<file path="src/rtl/img_pkg.sv">
// img_pkg: frame geometry, state encoding and threshold defaults shared along the edge pipeline
package img_pkg;
    localparam int IMG_W = 640;
    localparam int IMG_H = 480;
    localparam logic [7:0] DEF_THRESH = 8'd128;

    typedef enum logic {
        ST_IDLE   = 1'b0,
        ST_ACTIVE = 1'b1
    } state_t;

    // Binarise one grayscale pixel: unsigned 8-bit compare, so thr=0 passes everything
    function automatic logic to_bin(input logic [7:0] gray, input logic [7:0] thr);
        return gray >= thr;
    endfunction
endpackage

</file>
<file path="src/rtl/bin_stream_tx_if.sv">
// bin_stream_tx_if: binary pixel stream consumed by the Sobel stage
//   dout     binary pixel
//   dout_vld dout valid this cycle
//   dout_sop first pixel of frame (only with dout_vld)
//   dout_eop last pixel of frame (only with dout_vld)
interface bin_stream_tx_if;
    logic dout;
    logic dout_vld;
    logic dout_sop;
    logic dout_eop;

    modport master (output dout, dout_vld, dout_sop, dout_eop);
    modport slave  (input  dout, dout_vld, dout_sop, dout_eop);
endinterface

</file>
<file path="src/rtl/pix_counter.sv">
// pix_counter: raster column/row counter with enable, sync clear and end-of-line/frame flags
//   clk, rst_n      clock, async active-low reset
//   en              advance one pixel
//   clr             restart at (0,0); with en the advance applies on top of the restart
//   col, row        current position
//   last_col        col is the last column
//   last_pix        position is the last pixel of the frame
module pix_counter #(
    parameter int IMG_W = 640,
    parameter int IMG_H = 480,
    parameter int COL_W = 10,
    parameter int ROW_W = 9
) (
    input  logic             clk,
    input  logic             rst_n,
    input  logic             en,
    input  logic             clr,
    output logic [COL_W-1:0] col,
    output logic [ROW_W-1:0] row,
    output logic             last_col,
    output logic             last_pix
);
    localparam logic [COL_W-1:0] COL_LAST = COL_W'(IMG_W - 1);
    localparam logic [ROW_W-1:0] ROW_LAST = ROW_W'(IMG_H - 1);

    logic [COL_W-1:0] col_q, col_d, col_b;
    logic [ROW_W-1:0] row_q, row_d, row_b;

    always_comb begin
        col_b = clr ? '0 : col_q;
        row_b = clr ? '0 : row_q;
        col_d = col_b;
        row_d = row_b;
        if (en) begin
            col_d = (col_b == COL_LAST) ? '0 : col_b + COL_W'(1);
            row_d = (col_b != COL_LAST) ? row_b : (row_b == ROW_LAST) ? '0 : row_b + ROW_W'(1);
        end
    end

    always_ff @(posedge clk or negedge rst_n) begin
        if (!rst_n) begin
            col_q <= '0;
            row_q <= '0;
        end else begin
            col_q <= col_d;
            row_q <= row_d;
        end
    end

    assign col      = col_q;
    assign row      = row_q;
    assign last_col = col_q == COL_LAST;
    assign last_pix = last_col && (row_q == ROW_LAST);
endmodule

</file>
<file path="src/rtl/bin_stream_tx.sv">
// bin_stream_tx: thresholds a framed grayscale stream to 1 bit and transmits it with sop/eop framing
//   clk, rst_n   clock, async active-low reset
//   gray_in/vld  camera pixel and its valid
//   frame_start  next (or coincident) accepted pixel is (0,0)
//   cfg_thresh   threshold, latched at frame start
//   bs           binary stream out (master)
//   busy         frame in progress
//   frame_err    one-cycle pulse when a frame is aborted by an early frame_start
//   abort_cnt    saturating count of aborted frames
module bin_stream_tx #(
    parameter int         IMG_W      = img_pkg::IMG_W,
    parameter int         IMG_H      = img_pkg::IMG_H,
    parameter int         COL_W      = 10,
    parameter int         ROW_W      = 9,
    parameter logic [7:0] DEF_THRESH = img_pkg::DEF_THRESH
) (
    input  logic                  clk,
    input  logic                  rst_n,
    input  logic [7:0]            gray_in,
    input  logic                  gray_vld,
    input  logic                  frame_start,
    input  logic [7:0]            cfg_thresh,
    bin_stream_tx_if.master       bs,
    output logic                  busy,
    output logic                  frame_err,
    output logic [7:0]            abort_cnt
);
    import img_pkg::*;

    state_t           state_q, state_d;
    logic [7:0]       thresh_q, thresh_d;
    logic [7:0]       abort_cnt_q, abort_cnt_d;
    logic             dout_q, dout_d, vld_q, vld_d, sop_q, sop_d, eop_q, eop_d, err_q, err_d;
    logic [COL_W-1:0] col;
    logic [ROW_W-1:0] row;
    logic             last_col, last_pix;
    logic             active, acc, eop_now, fs_new, abort;

    assign active  = state_q == ST_ACTIVE;
    assign acc     = gray_vld && (active || frame_start);
    assign eop_now = active && gray_vld && last_col && last_pix;
    // A frame_start landing on the eop pixel just chains the next frame; otherwise it
    // restarts at (0,0), and while ACTIVE that restart is an abort.
    assign fs_new  = frame_start && !eop_now;
    assign abort   = active && fs_new;

    pix_counter #(
        .IMG_W(IMG_W),
        .IMG_H(IMG_H),
        .COL_W(COL_W),
        .ROW_W(ROW_W)
    ) u_cnt (
        .clk     (clk),
        .rst_n   (rst_n),
        .en      (acc),
        .clr     (fs_new),
        .col     (col),
        .row     (row),
        .last_col(last_col),
        .last_pix(last_pix)
    );

    always_ff @(posedge clk or negedge rst_n) begin
        if (!rst_n) state_q <= ST_IDLE;
        else        state_q <= state_d;
    end

    always_comb begin
        state_d = frame_start ? ST_ACTIVE : eop_now ? ST_IDLE : state_q;
    end

    // A pixel opening a new frame is judged against the threshold being latched now
    always_comb begin
        thresh_d    = frame_start ? cfg_thresh : thresh_q;
        dout_d      = acc && to_bin(gray_in, fs_new ? cfg_thresh : thresh_q);
        vld_d       = acc;
        sop_d       = acc && (fs_new || (col == '0 && row == '0));
        eop_d       = eop_now;
        err_d       = abort;
        abort_cnt_d = (abort && abort_cnt_q != 8'hFF) ? abort_cnt_q + 8'd1 : abort_cnt_q;
    end

    always_ff @(posedge clk or negedge rst_n) begin
        if (!rst_n) begin
            thresh_q    <= DEF_THRESH;
            abort_cnt_q <= '0;
            dout_q      <= 1'b0;
            vld_q       <= 1'b0;
            sop_q       <= 1'b0;
            eop_q       <= 1'b0;
            err_q       <= 1'b0;
        end else begin
            thresh_q    <= thresh_d;
            abort_cnt_q <= abort_cnt_d;
            dout_q      <= dout_d;
            vld_q       <= vld_d;
            sop_q       <= sop_d;
            eop_q       <= eop_d;
            err_q       <= err_d;
        end
    end

    assign bs.dout     = dout_q;
    assign bs.dout_vld = vld_q;
    assign bs.dout_sop = sop_q;
    assign bs.dout_eop = eop_q;
    assign busy        = active;
    assign frame_err   = err_q;
    assign abort_cnt   = abort_cnt_q;
endmodule

</file>
<file path="src/flat_wrapper.sv">
// flat-port wrapper written by rule: the top's interface ports become plain ports
module bin_stream_tx_flat import img_pkg::*;
#(
    parameter int         IMG_W      = img_pkg::IMG_W,
    parameter int         IMG_H      = img_pkg::IMG_H,
    parameter int         COL_W      = 10,
    parameter int         ROW_W      = 9,
    parameter logic [7:0] DEF_THRESH = img_pkg::DEF_THRESH
)
  (clk, rst_n, gray_in, gray_vld, frame_start, cfg_thresh, busy, frame_err, abort_cnt, bs_dout, bs_dout_vld, bs_dout_sop, bs_dout_eop);
  bin_stream_tx_if bs_i ();
  input  logic clk;
  input  logic rst_n;
  input  logic [7:0] gray_in;
  input  logic gray_vld;
  input  logic frame_start;
  input  logic [7:0] cfg_thresh;
  output logic busy;
  output logic frame_err;
  output logic [7:0] abort_cnt;
  output wire logic [$bits(bs_i.dout)-1:0] bs_dout;
  output wire logic [$bits(bs_i.dout_vld)-1:0] bs_dout_vld;
  output wire logic [$bits(bs_i.dout_sop)-1:0] bs_dout_sop;
  output wire logic [$bits(bs_i.dout_eop)-1:0] bs_dout_eop;
  assign bs_dout = bs_i.dout;
  assign bs_dout_vld = bs_i.dout_vld;
  assign bs_dout_sop = bs_i.dout_sop;
  assign bs_dout_eop = bs_i.dout_eop;
  bin_stream_tx #(.IMG_W(IMG_W), .IMG_H(IMG_H), .COL_W(COL_W), .ROW_W(ROW_W), .DEF_THRESH(DEF_THRESH)) u_core (.clk(clk), .rst_n(rst_n), .gray_in(gray_in), .gray_vld(gray_vld), .frame_start(frame_start), .cfg_thresh(cfg_thresh), .bs(bs_i), .busy(busy), .frame_err(frame_err), .abort_cnt(abort_cnt));
endmodule
</file>
<file path="config.mk">
export PLATFORM = sky130hd
export DESIGN_NAME = bin_stream_tx_flat
export DESIGN_NICKNAME = d
export VERILOG_FILES = /design/src/rtl/img_pkg.sv /design/src/rtl/bin_stream_tx_if.sv /design/src/rtl/pix_counter.sv /design/src/rtl/bin_stream_tx.sv /design/src/flat_wrapper.sv
export SDC_FILE = /design/constraint.sdc
export NUM_CORES = 1
export LEC_CHECK = 0
export ABC_AREA = 0
export CAP_MARGIN = 10
export CORE_MARGIN = 8
export CORE_UTILIZATION = 58
export DETAILED_ROUTE_END_ITERATION = 16
export MAX_ROUTING_LAYER = met4
export PLACE_DENSITY_LB_ADDON = 0.05
export SLEW_MARGIN = 20
export SYNTH_ARGS = -nofsm -noshare
export SYNTH_HDL_FRONTEND = slang
export SYNTH_HIERARCHICAL = 1
export SYNTH_SLANG_ARGS = --single-unit
</file>
<file path="constraint.sdc">
create_clock -name clk -period 7.1 [get_ports clk]
set_input_delay 1.065 -clock clk [delete_from_list [all_inputs] [get_ports clk]]
set_output_delay 1.065 -clock clk [all_outputs]
set_load 0.02 [all_outputs]
</file>
# Word-level counts from Yosys, hierarchy flattened
# Cells that the tools add are included.
# totals
in_bits	20
wordCells	47
register_bits	41
out_inout_bits	14
# op_classes
muxes	10
addsub	3
reduce_logical	17
n_lt_le_gt_ge	1
eq_ne	6
# op_table
operator	count
$mux W9	4
$mux W10	3
$eq A10 B10 Y1 const B	2
$eq A9 B9 Y1 const B	2
$logic_and A1 B1 Y1	11
$add A10 B1 Y10 const B	1
$logic_not A10 Y1	1
$ne A10 B10 Y1 const B	1
$add A9 B1 Y9 const B	1
$logic_not A9 Y1	1
$add A8 B1 Y8 const B	1
$ge A8 B8 Y1	1
$mux W8	1
$ne A8 B8 Y1 const B	1
$logic_or A1 B1 Y1	2
$mux W1	2
$reduce_bool A2 Y1	1
$logic_not A1 Y1	1

# Logic depth before layout (Yosys ltp)
# Gate-level depths: netlist of the first run.
# logic_depth
ltp_word	10
depth_mapped	13
ltp_nobuf	12

# Modules after synthesis
# Netlist of the first run, hierarchy kept.
# modules_own_cells
module	cells_per_inst	area_each_um2	instances	seq_area_each_um2
bin_stream_tx	100	1159.9	1	551.8
pix_counter	103	1068.5	1	475.5

# Worst setup path before layout of the first run
# No wires, ideal clock.
# synth_timing
path_kind	reg-to-reg
from	register u_core.u_cnt.col_q[7], in the netlist u_core/u_cnt/col[7]
to	register u_core.u_cnt.row_q[8], in the netlist u_core/u_cnt/row[8]
t_arrival_ns	3.835
setup_ns	0.077
setup_slack_ns	3.187
required_time_ns	7.023
path_buffers	1
path_stages_with_launch	14
path_cell_list	dfrtp_1 -> or3b_2 -> nor4_1 -> and4b_1 -> nand4_1 -> nand2_2 -> inv_2 -> buf_4 -> nor2b_1 -> ha_1 -> nand4b_2 -> or4_4 -> or4b_1 -> a21oi_1
# synth_between
elab_chain_cells	10
word_cells_on_any_way	14
# synth_lines
element	line	source
start, declared	pix_counter.sv:26	logic [COL_W-1:0] col_q, col_d, col_b;
start signal, assigned	pix_counter.sv:45	col_q <= col_d;
$eq A10 B10 Y1 *	pix_counter.sv:52	assign last_col = col_q == COL_LAST;
via u_core.last_col	bin_stream_tx.sv:36	logic last_col, last_pix;
$logic_and A1 B1 Y1 *	pix_counter.sv:53	assign last_pix = last_col && (row_q == ROW_LAST);
via u_core.last_pix	bin_stream_tx.sv:36	
$logic_and A1 B1 Y1 *	bin_stream_tx.sv:41	assign eop_now = active && gray_vld && last_col && last_pix;
$logic_not A1 Y1 *	bin_stream_tx.sv:44	assign fs_new = frame_start && !eop_now;
$logic_and A1 B1 Y1 *	bin_stream_tx.sv:44	
via u_core.fs_new	bin_stream_tx.sv:37	logic active, acc, eop_now, fs_new, abort;
$mux W9	pix_counter.sv:31	row_b = clr ? '0 : row_q;
$add A9 B1 Y9 or $eq A9 B9 Y1 (tied branches)	pix_counter.sv:36	row_d = (col_b != COL_LAST) ? row_b : (row_b == ROW_LAST) ? '0 : row_b + ROW_W'(1);
$mux W9 (2 in a row)	pix_counter.sv:36	
$mux W9 *	pix_counter.sv:34	if (en) begin
via u_core.u_cnt.row_d[8]	pix_counter.sv:27	logic [ROW_W-1:0] row_q, row_d, row_b;
end signal, assigned	pix_counter.sv:46	row_q <= row_d;
end, declared	pix_counter.sv:27	
# Mark *: on every way through the listed nets, which the timed path passes. The rest lies on a longest branch.
# A chain may end at the register's enable or synchronous reset.

# Worst setup path after layout of the first run
# Same ends and word-level chain as after synthesis.

==> flow_metrics.py, run 1 <==
metrics = {
    "worst_setup_path": {
        "crit_path_end_kind": "flip-flop",
        "critical_path.startpoint": "u_core/u_cnt/col[7]",
        "critPathMaxFanout": 23,
        "critPathKind": "flip-flop to flip-flop",
        "reg2reg_from": "u_core/u_cnt/col[7]",
        "crit_arrival_ns": 4.67,
        "critPathLaunchType": "flip-flop",
        "critPathRequiredTime_ns": 7.31,
    },
    "cells_and_area": {
        "layout_common_cells": "dfrtp_1, clkdlybuf4s50_1, nand2_1",
        "layout_commonest_cell": "dfrtp_1",
        "antenna_cells": 0,
        "nets": 269,
        "syn_to_final_growth_pct": 19.4,
        "stdcell_area_mm2": 0.00266,
        "drive_gt1_share_pct": 7.53,
        "final_cells": 287,
        "fillers": 275,
    },
    "timing": {
        "timing.fmax_ghz": 0.224,
        "min_period_ns": 4.46,
        "rsz0062_at_grt": "false",
        "hold_slack_ns": 0.494,
        "skew_ns": 0.00643,
        "final.setup.tns_ns": 0,
        "period_share_pct": 62.9,
        "finalSetupViolations": 0,
        "max-slew-margin-rel_pct": 39.5,
        "final_max_slew_viol_count": 0,
        "finalHoldViolations": 0,
        "tightest_slew_ns": 0.907,
    },
    "die": {
        "fp.dieH_um": 78.0,
        "std_cell_rows": 22,
        "core_mm2": 0.00369,
        "dieWidth_um": 78.0,
        "initial_core_util_pct": 60.4,
        "die-area_mm2": 0.00608,
        "pin_count": 34,
    },
    "cts": {
        "clock_latency_ns": 0.29,
        "ctsResizeCount": 0,
        "clockBufferDepth": 2,
        "cts_tree": "yes",
        "post_cts_buffers": 0,
        "cts.sinks": 41,
        "ctsHoldBuffers": 0,
        "cts.root.buffer_cell": "clkbuf_8",
        "htree_levels": 2,
        "cts_buffers": 5,
        "clk_pin_slew_worst_paths_ns": 0.08,
    },
    "synthesis": {
        "ys_seq_area_share_pct": 46.1,
        "yosys_warnings": 6,
        "yosysUniqueCellTypes": 43,
        "synth.net_count": 233,
        "syn_avg_cell_area_um2": 11.0,
        "synth_area_mm2": 0.00223,
        "ys_ff_latch": 41,
        "syn_inst": 203,
    },
    "route": {
        "wl_per_cell_um": 16.7,
        "routed_via_density": 5.99,
        "drt_iter0_drc": 211,
        "finalWirelength_um": 4780,
        "drt_first_pass_iters": 4,
        "drcViolationCount": 0,
        "postRouteAntennaNets": 0,
        "vias": 1720,
    },
    "pwr": {
        "powerDensity_mw_per_mm2": 224,
        "ir_drop_mv": 0.222,
        "power_leakage_uw": 0.00113,
    },
    "global_route": {
        "grt_pass1_vias": 1795,
        "grt_max_degree": 42,
        "grt_overflow": 0,
        "track_usage_pct": 16.5,
        "grt_first_pass_wirelength_um": 8070,
        "antenna_found_initial": 0,
    },
    "placed_design": {
        "io_buffer_count": 33,
        "gp_routability_congestion": 0.809,
        "placed_cell_area_mm2": 0.00257,
        "hpwl_um": 3470,
        "dp_cells": 280,
    },
    "flow_run": {
        "cap_violations": 0,
    },
    "worst_hold_path": {
        "hold_class": "flip-flop to flip-flop",
        "min-delay-start": "u_core/thresh_q[4]",
    },
    "run_status": {
        "status": "finished clean",
    },
}
==> critical path: stages, from the launching register on <==
cell,delay (ns)
dfrtp_1,0.46
or3b_2,0.54
nor4_1,0.44
and4b_1,0.30
nand4_1,0.17
nand2_2,0.31
inv_2,0.23
nor2b_1,0.25
ha_1,0.24
nand4b_2,0.20
or4_4,0.59
or4b_1,0.51
a21oi_1,0.15
==> report_power, final <==
group          switching, uW  internal [uW]  total [uW]
Clock                   72.9           77.1         150
Sequential              29.5            261         291
Combinational           76.7           79.1         156
Total                    179            417         596
==> cell type report <==
class	count	area, um^2	share of cell area [%]
multi-input combinational	151	1130	42.7
sequential	41	1030	38.6
timing repair buffer	33	325	12.2
clock buffer	7	86.3	3.25
tap	48	60.1	2.26
inverter	7	26.3	0.988
==> sequential cells by signal, summed over array words and instances, names as in the netlist <==
name,cells
u_core/u_cnt/row,9
u_core/thresh_q,8
u_core/frame_err,1
u_core/bs.dout_eop,1
u_core/abort_cnt,8
u_core/bs.dout,1
u_core/bs.dout_vld,1
u_core/bs.dout_sop,1
u_core/busy,1
u_core/u_cnt/col,10
==> cells by family (layout without fill, tap and decap cells) <==
family | Yosys count | count (layout) | share of synthesized area [%]
DFF | 41 | 41 | 46.1
and+or+nand+nor | 80 | 80 | 22.2
adders and majority gates | 10 | 10 | 5.61
AOI/OAI and AO/OA | 23 | 23 | 6.18
xor gates and xnor gates | 14 | 14 | 5.50
muxes | 24 | 24 | 11.5
buffers and inverters | 11 | 47 | 2.98
==> per-layer routing <==
metal	vias up	part of all wire (%)	track usage [%]
met3	11	3.0	3.23
met2	45	51	27.9
met4	0	1.9	6.30
met5	-	0	-
met1	849	44	18.9
li1	815	-	-
==> metrics by stage <==
stage,power (uW),worst slack [ns],utilization [%]
floorplan,376,3.19,-
global placement,444,2.82,69.8
detailed placement,451,2.69,69.8
CTS,603,2.67,72.1
global route,625,2.31,72.1
finish,596,2.64,72.1
==> synthesized netlist by cell type, drive strengths merged <==
library cell	count	area [um^2]
a21o	1	7.51
a21oi	10	50.1
a22o	1	8.76
a31o	1	8.76
and3	1	6.26
and4b	2	20.0
buf	2	12.5
clkbuf	2	27.5
dfrtp	40	1000
dfstp	1	26.3
ha	10	125
inv	7	26.3
mux2	12	135
mux2i	12	120
nand2	16	62.6
nand2b	8	50.1
nand3	6	30.0
nand3b	2	15.0
nand4	10	77.6
nand4b	3	32.5
nand4bb	1	11.3
nor2	7	26.3
nor2b	3	18.8
nor3	9	50.1
nor4	8	56.3
o2111a	1	11.3
o21ai	7	35.0
o22ai	1	6.26
o31a	1	10.0
or3b	1	8.76
or4	2	18.8
or4b	1	10.0
xnor2	11	96.3
xor2	3	26.3
==> final timing paths <==
path / endpoint / slack, ns / cells past startpoint
min in group asynchronous: u_core/u_cnt/col[5] / 0.90 / 1
hold reg to reg: u_core/thresh_q[4] / 0.49 / 1
hold / removal: u_core/thresh_q[4] / 0.49 / 1
setup / recovery: u_core/u_cnt/row[8] / 2.64 / 12
setup reg to reg: u_core/u_cnt/row[8] / 2.64 / 12
max in group asynchronous: u_core/thresh_q[6] / 5.62 / 1
(Power assumes the default switching activity.)
==> inputs of run 2 (changes only) <==
CORE_UTILIZATION = 48   (was 58)
clock period = 3.76 ns   (was 7.1 ns; I/O delays follow)
==> run 2 against run 1 <==
Against the previous run: fmax increased by 29%; utilization fell by 9.6 points; wire length down 0.73%; register-to-register slack got worse by 2.3 ns; clock power rose by 110%; count of clock-buffer cells in the layout unchanged; critical path type unchanged.
==> flow_metrics.py, run 2 (synthesized netlist as in run 1, its figures left out) <==
metrics = {
    "cts": {
        "ctsHoldBuffers": 0,
        "clk_pin_slew_worst_paths_ns": 0.08,
        "cts.sinks": 41,
        "cts.root.buffer_cell": "clkbuf_8",
        "clockBufferDepth": 2,
        "htree_levels": 2,
        "clock_latency_ns": 0.29,
        "cts_tree": "yes",
        "cts_buffers": 5,
    },
    "placed_design": {
        "io_buffer_count": 33,
        "dp_slack_ns": 0.199,
        "placed_cell_area_mm2": 0.00264,
        "hpwl_um": 3550,
        "gp_routability_congestion": 0.872,
    },
    "cells_and_area": {
        "antenna_cells": 0,
        "layout_commonest_cell": "dfrtp_1",
        "layout_common_cells": "dfrtp_1, clkdlybuf4s50_1, nand2_1",
        "fillers": 347,
        "nets": 276,
        "fin_util_pct": 62.6,
        "largest_reg_flops": 10,
        "stdcell_area_mm2": 0.00276,
        "drive_gt1_share_pct": 12.6,
        "syn_to_final_growth_pct": 23.9,
    },
    "die": {
        "initial_core_util_pct": 50.5,
        "dieWidth_um": 84.1,
        "pin_count": 34,
        "die-area_mm2": 0.00708,
        "core_mm2": 0.00441,
        "fp.dieH_um": 84.1,
        "std_cell_rows": 24,
    },
    "timing": {
        "final.setup.tns_ns": 0,
        "tightest_slew_ns": 0.893,
        "finalSetupViolations": 0,
        "final_max_slew_viol_count": 0,
        "finalHoldViolations": 0,
        "max-slew-margin-rel_pct": 40.5,
        "min_period_ns": 3.45,
        "rsz0062_at_grt": "false",
        "timing.final.ws_setup_ns": 0.313,
        "period_share_pct": 91.7,
        "timing.fmax_ghz": 0.290,
        "skew_ns": 0.00633,
    },
    "route": {
        "drt_iter0_drc": 67,
        "vias": 1697,
        "drcViolationCount": 0,
        "drt_first_pass_iters": 4,
        "finalWirelength_um": 4750,
        "wl_per_cell_um": 15.9,
        "postRouteAntennaNets": 0,
        "routed_via_density": 5.68,
    },
    "pwr": {
        "internal-power_uw": 811,
        "powerDensity_mw_per_mm2": 419,
        "p_sw_uw": 346,
        "power_frac_comb_pct": 25.8,
        "ir_drop_mv": 0.342,
        "p_seq_share_pct": 47.4,
        "p_clk_share_pct": 26.8,
        "p_total_uw": 1160,
        "switching_share_pct": 29.9,
        "power_leakage_uw": 0.00119,
    },
    "worst_setup_path": {
        "critPathLaunchType": "flip-flop",
        "crit_path_end_kind": "flip-flop",
        "critPathMaxFanout": 7,
        "crit_arrival_ns": 3.67,
        "critPathKind": "flip-flop to flip-flop",
        "critPathRequiredTime_ns": 3.98,
    },
    "flow_run": {
        "cap_violations": 0,
    },
    "run_status": {
        "status": "finished clean",
    },
    "global_route": {
        "grt_first_pass_wirelength_um": 8050,
        "grt_overflow": 0,
        "antenna_found_initial": 0,
        "track_usage_pct": 14.3,
        "grt_pass1_vias": 1778,
        "grt_max_degree": 42,
    },
    "worst_hold_path": {
        "hold_class": "primary input to asynchronous set/reset pin",
    },
}
## run 2: final cells by class
cell class,count,area (um^2),area share [%]
flip-flops and latches,41,1030,37.2
multi-input cells,151,1160,42.1
well taps,52,65.1,2.36
inverters,7,26.3,0.952
clock inverters,1,5.00,0.181
clock buffers,7,96.3,3.49
repair buffers,40,378,13.7
## run 2: power groups by stage
stage | Combinational [uW] | Sequential, uW | Clock (uW)
after floorplan | 119 | 592 | 0
after global placement | 294 | 551 | 0
after detailed placement | 300 | 555 | 0
after CTS | 303 | 547 | 326
after global routing | 327 | 558 | 340
final | 299 | 548 | 310
## run 2: path summary, 6_finish.rpt
check / cells past startpoint / end / slack, ns / start
setup / recovery: 12 / u_core/u_cnt/row[8] / 0.31 / u_core/u_cnt/col[7]
hold / removal: 1 / u_core/u_cnt/row[1] / 0.39 / rst_n
setup reg to reg: 12 / u_core/u_cnt/row[8] / 0.31 / u_core/u_cnt/col[7]
hold reg to reg: 1 / u_core/thresh_q[5] / 0.49 / u_core/thresh_q[5]
max in group asynchronous: 1 / u_core/u_cnt/col[7] / 2.76 / rst_n
min in group clk: 1 / u_core/thresh_q[5] / 0.49 / u_core/thresh_q[5]
## run 2: routing by layer
| layer | part of all wire (%) | global-route usage, % | wire length (um) | vias up |
|---|---|---|---|---|
| li1 | - | - | - | 830 |
| met1 | 44 | 15.7 | 2100 | 825 |
| met2 | 50 | 23.1 | 2370 | 33 |
| met3 | 3.4 | 3.38 | 162 | 9 |
| met4 | 2.4 | 8.01 | 112 | 0 |
| met5 | 0 | - | 0 | - |
## run 2: timing repair
item,4_1_cts,5_1_grt
endpoints found under the setup margin,0,1
gates resized for setup,0,3
setup buffers,0,2
## run 2: per-stage QoR
| step | std cells | hold slack (ns) |
|---|---|---|
| 3_5_place_dp | 289 | 0.478 |
| 2_1_floorplan | 203 | 0.268 |
| 5_1_grt | 299 | 0.458 |
| 6_report | 299 | 0.390 |
| 4_1_cts | 297 | 0.415 |
| 3_3_place_gp | 289 | 0.467 |
## run 2: worst max-delay path: stages (launching register included)
cell      delay, ns
dfrtp_2        0.45
or3b_4         0.44
nor4_4         0.17
and4b_1        0.26
nand4_1        0.16
nand2_4        0.11
inv_2          0.05
nor2b_1        0.17
ha_2           0.23
nand4b_2       0.13
or4_4          0.56
or4b_1         0.51
a21oi_1        0.14
